--- src/rtl/pattern_serializer_pkg.sv ---
// pat_pkg: shared geometry constants and FSM state type for the pattern serializer
// Exports BUFFER_SIZE/BUFFER_WIDTH/NUM_BUFFERS defaults and pat_ser_state_t.
package pat_pkg;
  localparam int BUFFER_SIZE = 12;
  localparam int BUFFER_WIDTH = 8;
  localparam int NUM_BUFFERS = 8;
  typedef enum logic [1:0] {IDLE, LOAD, SHIFT, ADVANCE} pat_ser_state_t;
endpackage

--- src/rtl/pattern_serializer_if.sv ---
// pattern_serializer_if: control, buffer and serial-stream bundle between bank/sink and serializer
// master drives start/stop/loop_en/last_field/buffer_flat/pat_ready and observes the rest;
// slave (the serializer) drives bufp/fieldp/pat_out/pat_valid/busy/done.
interface pattern_serializer_if import pat_pkg::*; #(
  parameter int BS = BUFFER_SIZE,
  parameter int BW = BUFFER_WIDTH,
  parameter int NB = NUM_BUFFERS
) ();
  logic start, stop, loop_en, pat_ready;
  logic [3:0] last_field;
  logic [BS*BW-1:0] buffer_flat;
  logic [$clog2(NB)-1:0] bufp;
  logic [BS-1:0] fieldp;
  logic pat_out, pat_valid, busy, done;
  modport master (
    output start, stop, loop_en, last_field, buffer_flat, pat_ready,
    input bufp, fieldp, pat_out, pat_valid, busy, done
  );
  modport slave (
    input start, stop, loop_en, last_field, buffer_flat, pat_ready,
    output bufp, fieldp, pat_out, pat_valid, busy, done
  );
endinterface

--- src/rtl/pattern_serializer_shift.sv ---
// pat_shift_reg: parallel-load, ready-gated MSB-first shifter with bit counter and last-bit flag
// Ports: clk, reset (async high), i_load (capture i_data), i_shift (bit accepted),
// o_msb (current serial bit), o_last (current bit is the final one of the byte).
module pat_shift_reg #(
  parameter int W = 8
) (
  input  logic         clk,
  input  logic         reset,
  input  logic         i_load,
  input  logic         i_shift,
  input  logic [W-1:0] i_data,
  output logic         o_msb,
  output logic         o_last
);
  localparam int CW = $clog2(W);
  logic [W-1:0] r_sr;
  logic [CW-1:0] r_cnt;
  always_ff @(posedge clk or posedge reset)
    if (reset) begin
      r_sr <= '0;
      r_cnt <= '0;
    end else if (i_load) begin
      r_sr <= i_data;
      r_cnt <= CW'(W - 1);
    end else if (i_shift) begin
      r_sr <= r_sr << 1;
      r_cnt <= r_cnt - 1'b1;
    end
  assign o_msb = r_sr[W-1];
  assign o_last = r_cnt == '0;
endmodule

--- src/rtl/pattern_serializer.sv ---
// pattern_serializer: walks the fields of the selected buffer and streams each byte MSB-first
// Ports: clk, reset (async high), bus (pattern_serializer_if.slave) carrying start/stop/loop_en,
// last_field, buffer_flat, pat_ready in and bufp, fieldp, pat_out, pat_valid, busy, done out.
module pattern_serializer import pat_pkg::*; #(
  parameter int BS = BUFFER_SIZE,
  parameter int BW = BUFFER_WIDTH,
  parameter int NB = NUM_BUFFERS
) (
  input logic clk,
  input logic reset,
  pattern_serializer_if.slave bus
);
  localparam int PW = $clog2(NB);
  pat_ser_state_t r_state;
  logic [3:0] r_idx;
  logic [BS-1:0] r_fieldp;
  logic [PW-1:0] r_bufp;
  logic r_done;
  logic w_msb, w_last, w_fire, w_at_end, w_load;
  logic [3:0] w_last_idx;
  logic [BW-1:0] w_byte;
  assign w_last_idx = int'(bus.last_field) >= BS ? 4'(BS - 1) : bus.last_field;
  assign w_fire = r_state == SHIFT && bus.pat_ready;
  assign w_at_end = r_idx == w_last_idx;
  assign w_load = r_state == LOAD;
  assign w_byte = bus.buffer_flat[r_idx*BW +: BW];
  pat_shift_reg #(.W(BW)) u_sr (
    .clk(clk),
    .reset(reset),
    .i_load(w_load),
    .i_shift(w_fire),
    .i_data(w_byte),
    .o_msb(w_msb),
    .o_last(w_last)
  );
  // bufp advances on the edge entering ADVANCE, while fieldp is frozen; fieldp only
  // rewinds on the following edge, so the two pointers never move together.
  always_ff @(posedge clk or posedge reset)
    if (reset) begin
      r_state <= IDLE;
      r_idx <= '0;
      r_fieldp <= BS'(1);
      r_bufp <= '0;
      r_done <= 1'b0;
    end else begin
      r_done <= 1'b0;
      if (bus.stop) begin
        r_state <= IDLE;
        r_idx <= '0;
        r_fieldp <= BS'(1);
      end else
        case (r_state)
          IDLE:
            if (bus.start) begin
              r_state <= LOAD;
              r_idx <= '0;
              r_fieldp <= BS'(1);
            end
          LOAD: r_state <= SHIFT;
          SHIFT:
            if (w_fire && w_last) begin
              if (w_at_end) begin
                r_state <= ADVANCE;
                r_bufp <= r_bufp == PW'(NB - 1) ? '0 : r_bufp + 1'b1;
              end else begin
                r_state <= LOAD;
                r_idx <= r_idx + 1'b1;
                r_fieldp <= r_fieldp << 1;
              end
            end
          ADVANCE: begin
            r_state <= bus.loop_en ? LOAD : IDLE;
            r_idx <= '0;
            r_fieldp <= BS'(1);
            r_done <= !bus.loop_en;
          end
          default: r_state <= IDLE;
        endcase
    end
  assign bus.bufp = r_bufp;
  assign bus.fieldp = r_fieldp;
  assign bus.pat_valid = r_state == SHIFT;
  assign bus.pat_out = bus.pat_valid & w_msb;
  assign bus.busy = r_state != IDLE;
  assign bus.done = r_done;
  a_ptr_exclusive: assert property (@(posedge clk) disable iff (reset)
    r_bufp == $past(r_bufp) || r_fieldp == $past(r_fieldp));
endmodule

--- src/flat_wrapper.sv ---
// flat-port wrapper written by rule: the top's interface ports become plain ports
module pattern_serializer_flat import pat_pkg::*;
#(
  parameter int BS = BUFFER_SIZE,
  parameter int BW = BUFFER_WIDTH,
  parameter int NB = NUM_BUFFERS
)
  (clk, reset, bus_start, bus_stop, bus_loop_en, bus_last_field, bus_buffer_flat, bus_pat_ready, bus_bufp, bus_fieldp, bus_pat_out, bus_pat_valid, bus_busy, bus_done);
  pattern_serializer_if #(.BS(BS), .BW(BW), .NB(NB)) bus_i ();
  input logic clk;
  input logic reset;
  input wire logic [$bits(bus_i.start)-1:0] bus_start;
  input wire logic [$bits(bus_i.stop)-1:0] bus_stop;
  input wire logic [$bits(bus_i.loop_en)-1:0] bus_loop_en;
  input wire logic [$bits(bus_i.last_field)-1:0] bus_last_field;
  input wire logic [$bits(bus_i.buffer_flat)-1:0] bus_buffer_flat;
  input wire logic [$bits(bus_i.pat_ready)-1:0] bus_pat_ready;
  output wire logic [$bits(bus_i.bufp)-1:0] bus_bufp;
  output wire logic [$bits(bus_i.fieldp)-1:0] bus_fieldp;
  output wire logic [$bits(bus_i.pat_out)-1:0] bus_pat_out;
  output wire logic [$bits(bus_i.pat_valid)-1:0] bus_pat_valid;
  output wire logic [$bits(bus_i.busy)-1:0] bus_busy;
  output wire logic [$bits(bus_i.done)-1:0] bus_done;
  assign bus_i.start = bus_start;
  assign bus_i.stop = bus_stop;
  assign bus_i.loop_en = bus_loop_en;
  assign bus_i.last_field = bus_last_field;
  assign bus_i.buffer_flat = bus_buffer_flat;
  assign bus_i.pat_ready = bus_pat_ready;
  assign bus_bufp = bus_i.bufp;
  assign bus_fieldp = bus_i.fieldp;
  assign bus_pat_out = bus_i.pat_out;
  assign bus_pat_valid = bus_i.pat_valid;
  assign bus_busy = bus_i.busy;
  assign bus_done = bus_i.done;
  pattern_serializer #(.BS(BS), .BW(BW), .NB(NB)) u_core (.clk(clk), .reset(reset), .bus(bus_i));
endmodule
--- config.mk ---
export PLATFORM = sky130hd
export DESIGN_NAME = pattern_serializer_flat
export DESIGN_NICKNAME = d
export VERILOG_FILES = /design/src/rtl/pattern_serializer_pkg.sv /design/src/rtl/pattern_serializer_if.sv /design/src/rtl/pattern_serializer_shift.sv /design/src/rtl/pattern_serializer.sv /design/src/flat_wrapper.sv
export SDC_FILE = /design/constraint.sdc
export NUM_CORES = 1
export LEC_CHECK = 0
export CORE_MARGIN = 1
export CORE_UTILIZATION = 39
export CTS_CLUSTER_SIZE = 16
export DETAILED_ROUTE_END_ITERATION = 8
export HOLD_SLACK_MARGIN = 0.15
export PLACE_DENSITY = 0.81
export SYNTH_ARGS = -nofsm -noshare
export SYNTH_HDL_FRONTEND = slang
export SYNTH_SLANG_ARGS = --single-unit
--- constraint.sdc ---
create_clock -name clk -period 2.2 [get_ports clk]
set_input_delay 0.66 -clock clk [delete_from_list [all_inputs] [get_ports clk]]
set_output_delay 0.66 -clock clk [all_outputs]
set_load 0.05 [all_outputs]
# After elaboration in Yosys (flattened, before gate mapping)
# Cells that the tools add are included.
# word_totals
ff_bits,33
input_bits,106
out_inout_bits,19
wordCells,57
# op_classes
n_addsub,3
magnitude_cmp,1
n_eq_ne,8
n_shift,1
muxes,24
bitwise_logic,2
n_reduce_logical,11
# ops
operator,count
96-bit by 8-bit variable part select with 8-bit output,1
12-bit 2-to-1 mux,4
12-bit one-hot mux with 3 select lines,1
4-bit 2-to-1 mux,5
8-bit 2-to-1 mux,2
4-bit one-hot mux with 3 select lines,1
3-bit 2-to-1 mux,3
"3-bit != test, second input constant",3
2-bit 2-to-1 mux,4
2-bit one-hot mux with 4 select lines,1
4-bit AND reduction,2
"4-bit by 1-bit adder with 4-bit output, second input constant",1
"2-bit equality test, second input constant",2
4-bit equality test,1
"4-bit greater-or-equal comparator, second input constant",1
2-bit nonzero test,2
4-bit nonzero test,1
"3-bit by 1-bit adder with 3-bit output, second input constant",1
"3-bit equality test, second input constant",1
3-bit logical NOT,1
1-bit 2-to-1 mux,3
"3-bit by 1-bit subtractor with 3-bit output, second input constant",1
"2-bit by 1-bit equality test with 1-bit output, second input constant",1
1-bit logical AND,2
5 further kinds,5

# Logic depth before layout (Yosys ltp)
# Gate-level depths: netlist of the first run.
# depth
depth_word,7
mapped_depth,9
mapped_depth_nobuf,7

# Modules after synthesis
# From an unflattened synthesis of the first run, not the netlist that was laid out.
# unflattened
cells_unflattened,206
area_unflattened_um2,2413.6
# modules_own_cells
mod,instances,cells_each,area_per_inst_um2
pattern_serializer,1,154,1878.1
pat_shift_reg,1,52,535.5

# Worst setup path after synthesis of the first run
# No wires, ideal clock.
# synth_timing
kind,register to output
start,reg u_core.r_state[1]
end,out bus_pat_out
t_arrival_ps,1898
path_slack_ps,-358
path_stages_with_launch,4
cell_sequence,dfrtp_1 -> buf_2 -> nor2b_1 -> and2_1
# synth_via
elab_chain_len,2
# synth_rtl
item,line,text
"start, declared",pattern_serializer.sv:14,pat_ser_state_t r_state;
"start signal, assigned",pattern_serializer.sv:72,r_state <= bus.loop_en ? LOAD : IDLE;
2-bit equality test,pattern_serializer.sv:82,assign bus.pat_valid = r_state == SHIFT;
named net bus_pat_valid,flat_wrapper.sv:21,output wire logic [$bits(bus_i.pat_valid)-1:0] bus_pat_valid;
1-bit AND,pattern_serializer.sv:83,assign bus.pat_out = bus.pat_valid & w_msb;
"end, declared",flat_wrapper.sv:20,output wire logic [$bits(bus_i.pat_out)-1:0] bus_pat_out;
# The timed path passes the listed nets, and every way through them passes these cells.

# Worst setup path after layout of the first run
# layout_timing
start,"reg u_core.r_fieldp[6], in the netlist u_core.bus.fieldp[6]"
end,out bus_fieldp[6]
# layout_rtl
item,line,text
"start, declared",pattern_serializer.sv:16,logic [BS-1:0] r_fieldp;
"start signal, assigned",pattern_serializer.sv:68,r_fieldp <= r_fieldp << 1;
"end, declared",flat_wrapper.sv:19,output wire logic [$bits(bus_i.fieldp)-1:0] bus_fieldp;
# No word-level cell between the ends.

==> results of run 1 <==
## logic make-up after synthesis
kind of cell	after synthesis
buffers and inverters	21
multiplexers	28
adder cells (fa/ha/maj)	5
AND/OR/NAND/NOR	49
AO/OA/AOI/OAI	54
XOR/XNOR	4
flip-flops	33
## where the power goes
| group | internal [uW] | switching (uW) | total [uW] |
|---|---|---|---|
| combinational | 331 | 205 | 536 |
| clock | 336 | 217 | 553 |
| sequential | 689 | 54.9 | 744 |
| total | 1360 | 477 | 1830 |
## tightest hold or removal path, delay by kind of cell (launching register included)
family,cells,cell delay (ns)
buffers and inverters,1,0.04
DFF,1,0.38
AOI/OAI and AO/OA,1,0.05
## sequential cells by signal, indices dropped and copies added (netlist names)
| register | flops |
|---|---|
| u_core.bus.fieldp | 12 |
| u_core.u_sr.r_sr | 8 |
| u_core.r_idx | 4 |
| u_core.bus.bufp | 3 |
| u_core.u_sr.r_cnt | 3 |
| u_core.r_state | 2 |
| u_core.bus.done | 1 |
## routing by layer
metal  track usage [%]  part of all wire (%)  vias up  routed length (um)
met5                 0                     0        -                   0
met4              11.9                   3.6        0                 255
met3              5.81                   6.4       26                 455
met2              41.0                    50       70                3570
met1              30.1                    40     1057                2880
li1                  -                     -     1011                   -
## area by class of cell
type,count,area [um^2],area share [%]
timing repair buffer,137,1390,36.4
clock buffer,6,72.6,1.90
sequential,33,827,21.7
multi-input combinational,140,1380,36.3
tap,72,90.1,2.36
inverter,5,18.8,0.492
clock inverter,2,35.0,0.919
## cell usage in the layout (no fill, tap or decap), types with 4 or more instances in the layout
master,instances
clkdlybuf4s50_1,115
dfrtp_1,32
inv_1,5
o21ai_0,4
nor2_1,21
buf_4,13
mux4_2,24
a221oi_1,7
nand2_1,9
clkbuf_8,5
nor2b_1,4
a21oi_1,13
ha_1,5
buf_12,4
a22o_1,22
## path summary, 6_finish.rpt
kind                                            from                   end  cells after the start
min in group asynchronous                      reset    u_core.bus.bufp[1]                      3
worst max register to register       u_core.r_idx[1]       u_core.r_idx[3]                      6
worst max-delay path            u_core.bus.fieldp[6]         bus_fieldp[6]                      1
worst min register to register  u_core.bus.fieldp[0]  u_core.bus.fieldp[0]                      2
max in group asynchronous                      reset  u_core.bus.fieldp[0]                      3
worst min-delay path            u_core.bus.fieldp[0]  u_core.bus.fieldp[0]                      2
## cell usage after synthesis, types with 2 or more instances
| cell type | count | share of area, % |
|---|---|---|
| a21oi_1 | 13 | 2.8 |
| a22o_1 | 22 | 8.4 |
| mux2_1 | 2 | 0.98 |
| buf_2 | 4 | 0.87 |
| buf_6 | 3 | 1.5 |
| nand2b_1 | 3 | 0.82 |
| mux4_2 | 24 | 24 |
| nand2_1 | 9 | 1.5 |
| nor2b_1 | 5 | 1.4 |
| nand3_1 | 3 | 0.65 |
| inv_1 | 5 | 0.82 |
| buf_4 | 3 | 0.98 |
| nor2_1 | 21 | 3.4 |
| xnor2_1 | 2 | 0.76 |
| clkbuf_1 | 3 | 0.49 |
| buf_1 | 2 | 0.33 |
| ha_1 | 5 | 2.7 |
| o21ai_0 | 4 | 0.87 |
| a221oi_1 | 7 | 2.7 |
| nor3_1 | 2 | 0.44 |
| dfrtp_1 | 32 | 35 |
| mux2_2 | 2 | 0.98 |
## through the flow
step | util [%] | TNS (ns) | setup WS (ns) | cell area (um^2) | std cells
3_5_place_dp | 65.8 | -8.13 | -0.469 | 3670 | 387
6_report | 68.4 | 0 | 0.0464 | 3810 | 395
4_1_cts | 67.9 | 0 | 0.00734 | 3790 | 395
2_1_floorplan | - | 0 | 0.182 | 2300 | 194
5_1_grt | 68.4 | 0 | 0.00863 | 3810 | 395
3_3_place_gp | 65.8 | -6.64 | -0.393 | 3670 | 387
## timing repair
item	CTS	global route
resized for setup	5	6
hold endpoints to repair	0	0
pin swaps	1	3
endpoints found under the setup margin	16	17
==> run summary, run 1 <==
sequential area share after synthesis - 36.1%
most common flop cell mapped by yosys - dfrtp_1
TritonCTS clock tree - done
Starting Density - 41.1%
Via-to-Cell Ratio - 5.48
Ant. Diodes - 0
first-pass GRT wire length - 11400 um
largest net degree at the start of global routing - 34
Worst-path clk slew - 0.06 ns
Synth Area in Compound Gates - 18.6%
buffer and inverter count on the worst path - 1
post-synthesis mux area share - 25.5%
Inserted Clock Buffers - 5
Leak Pwr - 0.00156 uW
Hold WS - 0.475 ns
layout cells sized above 1 - 19.2%
Die Y-Extent - 78.7 um
Synthesis Warnings - 0
Gate Count Post-Synth - 194
Routed WL - 7160 um
Rel. slew slack - 63.6%
main combinational cell family by area after synthesis - multiplexers
fill count - 436
dpl hpwl - 5770 um
Pwr Total - 1830 uW
overflow left after global routing - 0
CP Launch Type - register
Nets - 433
Slew @ Worst Pin - 0.544 ns
Vias - 2164
area grow syn2layout - 66.4%
clk sink count - 33
Global Route Usage Sum - 24.7%
final-report setup violation count - 0
Cell Chain, Critical Path - clkdlybuf4s50_1
slowest stage delay, CP - 0.82 ns
reg2reg setup slack - 0.29 ns
Adder-Cell Fraction of Synth Area - 2.73%
Skew-Pair Late Insertion Delay - 0.29 ns
final critical-path required period - 2.15 ns
crit path DAT - 1.49 ns
drt drc - 0
total of max-cap violations - 0
drt pass-1 iters - 4
Worst Clk Skew - 0.00680 ns
simple-gate share of the synthesized area - 10.0%
post-synthesis average cell area - 11.8 um^2
DRT antenna net count - 0
Die Width - 78.7 um
status - completed
Critical Path End Type - output pin
Worst path top cell family by delay - buffers and inverters
initial antenna violation count - 0
Required @ worst endpoint - 1.54 ns
Hold Crit Class - register to register
I/O pin count - 125
post-synthesis sequential element count - 33
WL/cell - 18.1 um
vias in the first global route - 2261
maximum VDD drop - 0.434 mV
Synth Area in XOR/XNOR - 1.86%
fmax - 0.464 GHz
routability cong. - 0.919
Pwr per Cell Area - 480 nW/um^2
CTS HTree Levels - 2
number of buffers added on ports - 124
Post-synth EDFFs - 0
final count of hold timing violations - 0
RSZ-0062 raised after global routing - false
clk root buf - clkbuf_8
hold-fix buffers at CTS - 0
final max-slew violation count - 0
die area - 6190 um^2
row count - 27
core area - 5570 um^2
Clock Path Buffers - 2
Yosys cell types - 40
slowest CP cell - clkdlybuf4s50_1
CP max FO - 3
asr flop ratio synth - 100%
Iter 0 DRT Violations - 137
setup repair bufs after CTS - 0
Tcrit/Tclk final - 97.9%
CP Class - register to output pin
Syn Nets - 305
Post-Syn Area - 2290 um^2
Note: power is estimated with default switching activity, not from simulation.
==> inputs of run 2 (changes only) <==
CTS_CLUSTER_DIAMETER = 120   (was not set)
SLEW_MARGIN = 40   (was not set)
==> results of run 2 <==
Same layout as run 1: the final DEF is identical, and so are final timing and power.
